**config.mk**
```make
export PLATFORM = sky130hd
export DESIGN_NAME = rom_seq_reader_flat
export DESIGN_NICKNAME = d
export VERILOG_FILES = /design/src/rtl/rom_seq_reader_if.sv /design/src/rtl/rom_seq_reader.sv /design/src/flat_wrapper.sv
export SDC_FILE = /design/constraint.sdc
export NUM_CORES = 1
export LEC_CHECK = 0
export CAP_MARGIN = 20
export CORE_MARGIN = 2
export CORE_UTILIZATION = 41
export DETAILED_ROUTE_END_ITERATION = 10
export PLACE_DENSITY = 0.75
export SLEW_MARGIN = 20
export SYNTH_ARGS = -nofsm -noshare
export SYNTH_HDL_FRONTEND = slang
export SYNTH_SLANG_ARGS = --single-unit
```
**constraint.sdc**
```tcl
create_clock -name clk -period 1.49 [get_ports clk]
set_input_delay 0.298 -clock clk [delete_from_list [all_inputs] [get_ports clk]]
set_output_delay 0.298 -clock clk [all_outputs]
set_load 0.02 [all_outputs]
```
**src/rtl/rom_seq_reader_if.sv**
```systemverilog
// Bundle between the scan sequencer, the text ROM it addresses, and the downstream
// word stream. The master side is the sequencer.
interface rom_seq_reader_if #(
    parameter int unsigned ADDR_W = 3,
    parameter int unsigned DATA_W = 14
);
    logic [ADDR_W-1:0] rom_addr;
    logic [DATA_W-1:0] rom_dout;
    logic              m_valid;
    logic              m_ready;
    logic [DATA_W-1:0] m_data;
    logic [ADDR_W-1:0] m_addr;

    modport master (
        output rom_addr,
        input  rom_dout,
        output m_valid,
        input  m_ready,
        output m_data,
        output m_addr
    );

    modport slave (
        input  rom_addr,
        output rom_dout,
        input  m_valid,
        output m_ready,
        input  m_data,
        input  m_addr
    );
endinterface

```
**src/rtl/rom_seq_reader.sv**
```systemverilog
// Walks a combinational ROM from address 0 to LAST_ADDR on a start pulse and streams
// each registered word, tagged with its address, over a valid/ready handshake.
module rom_seq_reader #(
    parameter int unsigned ADDR_W    = 3,
    parameter int unsigned DATA_W    = 14,
    parameter int unsigned LAST_ADDR = 7
) (
    input  logic                   clk,
    input  logic                   rst,
    input  logic                   start,
    input  logic                   abort,
    rom_seq_reader_if.master       bus,
    output logic                   busy,
    output logic                   done
);

    localparam logic [ADDR_W-1:0] LAST = ADDR_W'(LAST_ADDR);
    localparam logic [ADDR_W-1:0] ONE  = ADDR_W'(1);

    typedef enum logic [1:0] {
        IDLE  = 2'd0,
        FETCH = 2'd1,
        SEND  = 2'd2
    } state_e;

    state_e            state_q, state_d;
    logic [ADDR_W-1:0] rom_addr_q, rom_addr_d;
    logic [ADDR_W-1:0] m_addr_q, m_addr_d;
    logic [DATA_W-1:0] m_data_q, m_data_d;
    logic              m_valid_q, m_valid_d;
    logic              busy_q, busy_d;
    logic              done_q, done_d;
    logic              hs_c;
    logic              last_c;

    assign hs_c   = m_valid_q & bus.m_ready;
    assign last_c = (rom_addr_q == LAST);

    // State and output registers; rst outranks everything.
    always_ff @(posedge clk) begin
        if (rst) begin
            state_q    <= IDLE;
            rom_addr_q <= '0;
            m_addr_q   <= '0;
            m_data_q   <= '0;
            m_valid_q  <= 1'b0;
            busy_q     <= 1'b0;
            done_q     <= 1'b0;
        end else begin
            state_q    <= state_d;
            rom_addr_q <= rom_addr_d;
            m_addr_q   <= m_addr_d;
            m_data_q   <= m_data_d;
            m_valid_q  <= m_valid_d;
            busy_q     <= busy_d;
            done_q     <= done_d;
        end
    end

    // Next-state logic; abort preempts both the handshake and a new start.
    always_comb begin
        state_d    = state_q;
        rom_addr_d = rom_addr_q;
        m_addr_d   = m_addr_q;
        m_data_d   = m_data_q;
        m_valid_d  = m_valid_q;
        done_d     = 1'b0;

        if (abort) begin
            state_d    = IDLE;
            m_valid_d  = 1'b0;
            rom_addr_d = '0;
        end else begin
            unique case (state_q)
                IDLE: begin
                    rom_addr_d = '0;
                    if (start) begin
                        state_d = FETCH;
                    end
                end
                FETCH: begin
                    m_data_d  = bus.rom_dout;
                    m_addr_d  = rom_addr_q;
                    m_valid_d = 1'b1;
                    state_d   = SEND;
                end
                SEND: begin
                    if (hs_c) begin
                        m_valid_d = 1'b0;
                        if (last_c) begin
                            rom_addr_d = '0;
                            done_d     = 1'b1;
                            state_d    = IDLE;
                        end else begin
                            rom_addr_d = rom_addr_q + ONE;
                            state_d    = FETCH;
                        end
                    end
                end
                default: begin
                    state_d    = IDLE;
                    m_valid_d  = 1'b0;
                    rom_addr_d = '0;
                end
            endcase
        end

        busy_d = (state_d != IDLE);
    end

    assign bus.rom_addr = rom_addr_q;
    assign bus.m_valid  = m_valid_q;
    assign bus.m_data   = m_data_q;
    assign bus.m_addr   = m_addr_q;
    assign busy         = busy_q;
    assign done         = done_q;

    // A presented word must stay put until taken, barring abort.
    a_hold_until_hs: assert property (@(posedge clk) disable iff (rst)
        (m_valid_q && !bus.m_ready && !abort)
            |=> (m_valid_q && $stable(m_data_q) && $stable(m_addr_q)));

    a_addr_in_range: assert property (@(posedge clk) disable iff (rst)
        rom_addr_q <= LAST);

endmodule
```
**src/flat_wrapper.sv**
```systemverilog
// flat-port wrapper written by rule: the top's interface ports become plain ports
module rom_seq_reader_flat 
#(
    parameter int unsigned ADDR_W    = 3,
    parameter int unsigned DATA_W    = 14,
    parameter int unsigned LAST_ADDR = 7
)
  (clk, rst, start, abort, busy, done, bus_rom_addr, bus_rom_dout, bus_m_valid, bus_m_ready, bus_m_data, bus_m_addr);
  rom_seq_reader_if #(.ADDR_W(ADDR_W), .DATA_W(DATA_W)) bus_i ();
  input  logic clk;
  input  logic rst;
  input  logic start;
  input  logic abort;
  output logic busy;
  output logic done;
  output wire logic [$bits(bus_i.rom_addr)-1:0] bus_rom_addr;
  input wire logic [$bits(bus_i.rom_dout)-1:0] bus_rom_dout;
  output wire logic [$bits(bus_i.m_valid)-1:0] bus_m_valid;
  input wire logic [$bits(bus_i.m_ready)-1:0] bus_m_ready;
  output wire logic [$bits(bus_i.m_data)-1:0] bus_m_data;
  output wire logic [$bits(bus_i.m_addr)-1:0] bus_m_addr;
  assign bus_rom_addr = bus_i.rom_addr;
  assign bus_i.rom_dout = bus_rom_dout;
  assign bus_m_valid = bus_i.m_valid;
  assign bus_i.m_ready = bus_m_ready;
  assign bus_m_data = bus_i.m_data;
  assign bus_m_addr = bus_i.m_addr;
  rom_seq_reader #(.ADDR_W(ADDR_W), .DATA_W(DATA_W), .LAST_ADDR(LAST_ADDR)) u_core (.clk(clk), .rst(rst), .start(start), .abort(abort), .bus(bus_i), .busy(busy), .done(done));
endmodule
```
==> results.sh <==
export IMPL_outcome="complete, no violations"
export IMPL_grt_pass1_vias=851
export IMPL_nets=181
export IMPL_gp_congestion=0.698
export IMPL_portBuffers=41
export IMPL_clockBufferDepth=2
export IMPL_fmax_mhz=717
export IMPL_antenna_left=0
export IMPL_yosysWarnings=0
export IMPL_overflow=0
export IMPL_path_max_fanout=6
export IMPL_final_hold_violation_count=0
export IMPL_syn_area_sq_um=980
export IMPL_drv_cap=0
export IMPL_drive_gt1_share_pct=10.1
export IMPL_peakVddDrop_mv=0.597
export IMPL_setup_viol=0
export IMPL_finalWorstSetupSlack_ps=95.9
export IMPL_die_h_um=52.9
export IMPL_start_kind="register"
export IMPL_synth_simple_area_share_pct=24.6
export IMPL_ys_seq_area_share_pct=51.1
export IMPL_clock_latency_ps=310
export IMPL_power_mw=1.11
export IMPL_drv_slew=0
export IMPL_postSynthCellCount=112
export IMPL_tritoncts="built"
export IMPL_crit_family="flip-flops"
export IMPL_worst_r2r_path_depth=5
export IMPL_use_met2_pct=32.9
export IMPL_path_buf_inv=1
export IMPL_ios=42
export IMPL_drt_total_wl_um=2190
export IMPL_p_per_area_nw_per_um2=778
export IMPL_dr_pass1_iters=4
export IMPL_cts_sinks=25
export IMPL_synth_compound_area_share_pct=14.6
export IMPL_holdBufCountCts=0
export IMPL_n_antenna_cell=0
export IMPL_ys_ff_latch=25
export IMPL_grt_use_met3_pct=3.67
export IMPL_crit_path_end_kind="output port"
export IMPL_postLayoutCoreUtil_pct=64.1
export IMPL_cts_root_buf="clkbuf_4"
export IMPL_worst_setup_path_type="reg2out"
export IMPL_holdPathStages=2
export IMPL_grt_start_max_net_pins=18
export IMPL_postCtsSetupBuffers=0
export IMPL_synth_cell_types=26
export IMPL_syn_to_final_growth_pct=46.1
export IMPL_numCtsBuffers=3
export IMPL_worst_slew_pin_slew_ps=317
export IMPL_layout_min_cycle_time_ps=1390
export IMPL_syn_num_nets=133
export IMPL_fin_worst_skew_ps=4.16
export IMPL_p_leak_nw=0.648
export IMPL_track_usage_pct=17.6
export IMPL_wire_per_inst_um=11.7
export IMPL_synthMuxAreaShare_pct=1.02
export IMPL_drc=0
export IMPL_initialDrtViolationCount=9
export IMPL_grt_setup_unrepaired="false"
export IMPL_antenna_found_initial=0
export IMPL_path_clk_slew_ps=140
export IMPL_via_per_inst=4.93
export IMPL_core_area_sq_um=2230
export IMPL_synth_xor_area_share_pct=0
export IMPL_synthAdderAreaFrac_pct=2.55
export IMPL_start_util_pct=43.9
export IMPL_fin_setup_tns_ps=0
export IMPL_cp_depth=1
export IMPL_crit_arrival_ps=1100
export IMPL_synth_top_family_by_area="simple AND/OR/NAND/NOR gates"
export IMPL_relSlewSlack_pct=78.9
export IMPL_busiest_layer="met2"
export IMPL_post_place_ws_ps=-56.9
export IMPL_critical_path_max_stage_delay_ps=430
export IMPL_crit_chain="dlygate4sd2_1"
export IMPL_syn_area_per_cell_sq_um=8.75
export IMPL_num_vias=921
export IMPL_rows=17
export IMPL_grt_pass1_wl_um=3620
export IMPL_finalCritPeriodShare_pct=93.6
export IMPL_slowest_stage="dfxtp_1"
export IMPL_fp_dieW_um=52.9
export IMPL_gr_usage_met1_pct=19.3
export IMPL_die_area_sq_um=2800
export IMPL_min_path_type="reg2reg"
export IMPL_hpwl_um=1670
export IMPL_cp_data_required_time_ps=1190
export IMPL_cts_max_level=1
-- cell usage after synthesis (all sizes together) --
library cell	count	area, sq um
clkbuf	2	7.51
nand3	3	15.0
o21ai	3	15.0
dfxtp	25	500
nor4	1	6.26
nor3b	1	18.8
o31ai	1	7.51
ha	2	25.0
and3	1	6.26
o22ai	1	6.26
or3b	1	8.76
mux2i	1	10.0
and4b	1	10.0
nor2	1	3.75
and2b	1	7.51
and3b	1	8.76
nand2	38	145
nor3	1	5.00
o211a	1	10.0
a31o	1	8.76
buf	5	52.5
nor2b	1	6.26
a21oi	19	95.1
-- cell type report --
class / count / area, sq um
Clock buffer: 3 / 22.5
Clock inverter: 1 / 5.00
Fill cell: 216 / 802
Multi-Input combinational cell: 80 / 419
Sequential cell: 25 / 500
Tap cell: 28 / 35.0
Timing Repair Buffer: 50 / 449
-- path summary, 6_finish.rpt --
path	start	slack (ps)	endpoint
setup / recovery	u_core.bus.m_valid	100	bus_m_valid
hold / removal	u_core.bus.m_addr[1]	460	u_core.bus.m_addr[1]
setup reg to reg	u_core.bus.rom_addr[0]	160	u_core.state_q[0]
hold reg to reg	u_core.bus.m_addr[1]	460	u_core.bus.m_addr[1]
-- layer usage --
| layer | share of wire (%) | vias up |
|---|---|---|
| met1 | 43 | 431 |
| met3 | 4.0 | 2 |
| met2 | 53 | 17 |
| met5 | 0 | - |
| met4 | 0.73 | 0 |
| li1 | - | 471 |
-- per-stage QoR --
| step | cell area (sq um) | hold slack (ps) | cells |
|---|---|---|---|
| after global routing | 1430 | 484 | 187 |
| after global placement | 1430 | 443 | 183 |
| after CTS | 1430 | 463 | 187 |
| after floorplan | 980 | 377 | 112 |
| final | 1430 | 459 | 187 |
| after detailed placement | 1430 | 447 | 183 |
-- placed cells by master, fill, tap and decap left out, types with 2 or more instances in the layout --
| master | instances |
|---|---|
| a21oi_1 | 19 |
| buf_4 | 9 |
| clkbuf_4 | 3 |
| clkdlybuf4s50_1 | 18 |
| dfxtp_1 | 25 |
| dlygate4sd2_1 | 23 |
| ha_1 | 2 |
| nand2_1 | 37 |
| nand3_1 | 3 |
| o21ai_0 | 3 |
-- worst reg2reg max path, cell delays in order, from the launching register on --
cell and delay (ps):
dfxtp_1 370, ha_1 210, ha_1 210, and3b_1 240
mux2i_1 70, nor4_1 150
-- state kept, by name, summed over array words and instances, names as in the netlist --
register	count
u_core.bus.m_valid	1
u_core.bus.rom_addr	3
u_core.bus.m_data	14
u_core.done	1
u_core.bus.m_addr	3
u_core.busy	1
u_core.state_q	2
-- timing repair --
item                                   in CTS  in global routing
resized for setup                          23                  0
endpoints found under the hold margin       0                  0
setup endpoints to repair                  23                  0
-- power breakdown --
| part | internal [mW] | leakage [nW] | switching, mW | total (mW) |
|---|---|---|---|---|
| clock network | 0.100 | 0.0177 | 0.196 | 0.296 |
| logic | 0.0740 | 0.428 | 0.0583 | 0.132 |
| registers | 0.680 | 0.202 | 0.00499 | 0.685 |
| total | 0.854 | 0.648 | 0.259 | 1.11 |
-- cell families (layout without fill, tap and decap cells) --
family,count (synthesis),count (layout)
AO/OA/AOI/OAI,26,26
flip-flops,25,25
adder cells (fa/ha/maj),2,2
AND/OR/NAND/NOR,51,51
multiplexers,1,1
buffers and inverters,7,54
No activity file was read; power rests on OpenSTA's default activity.
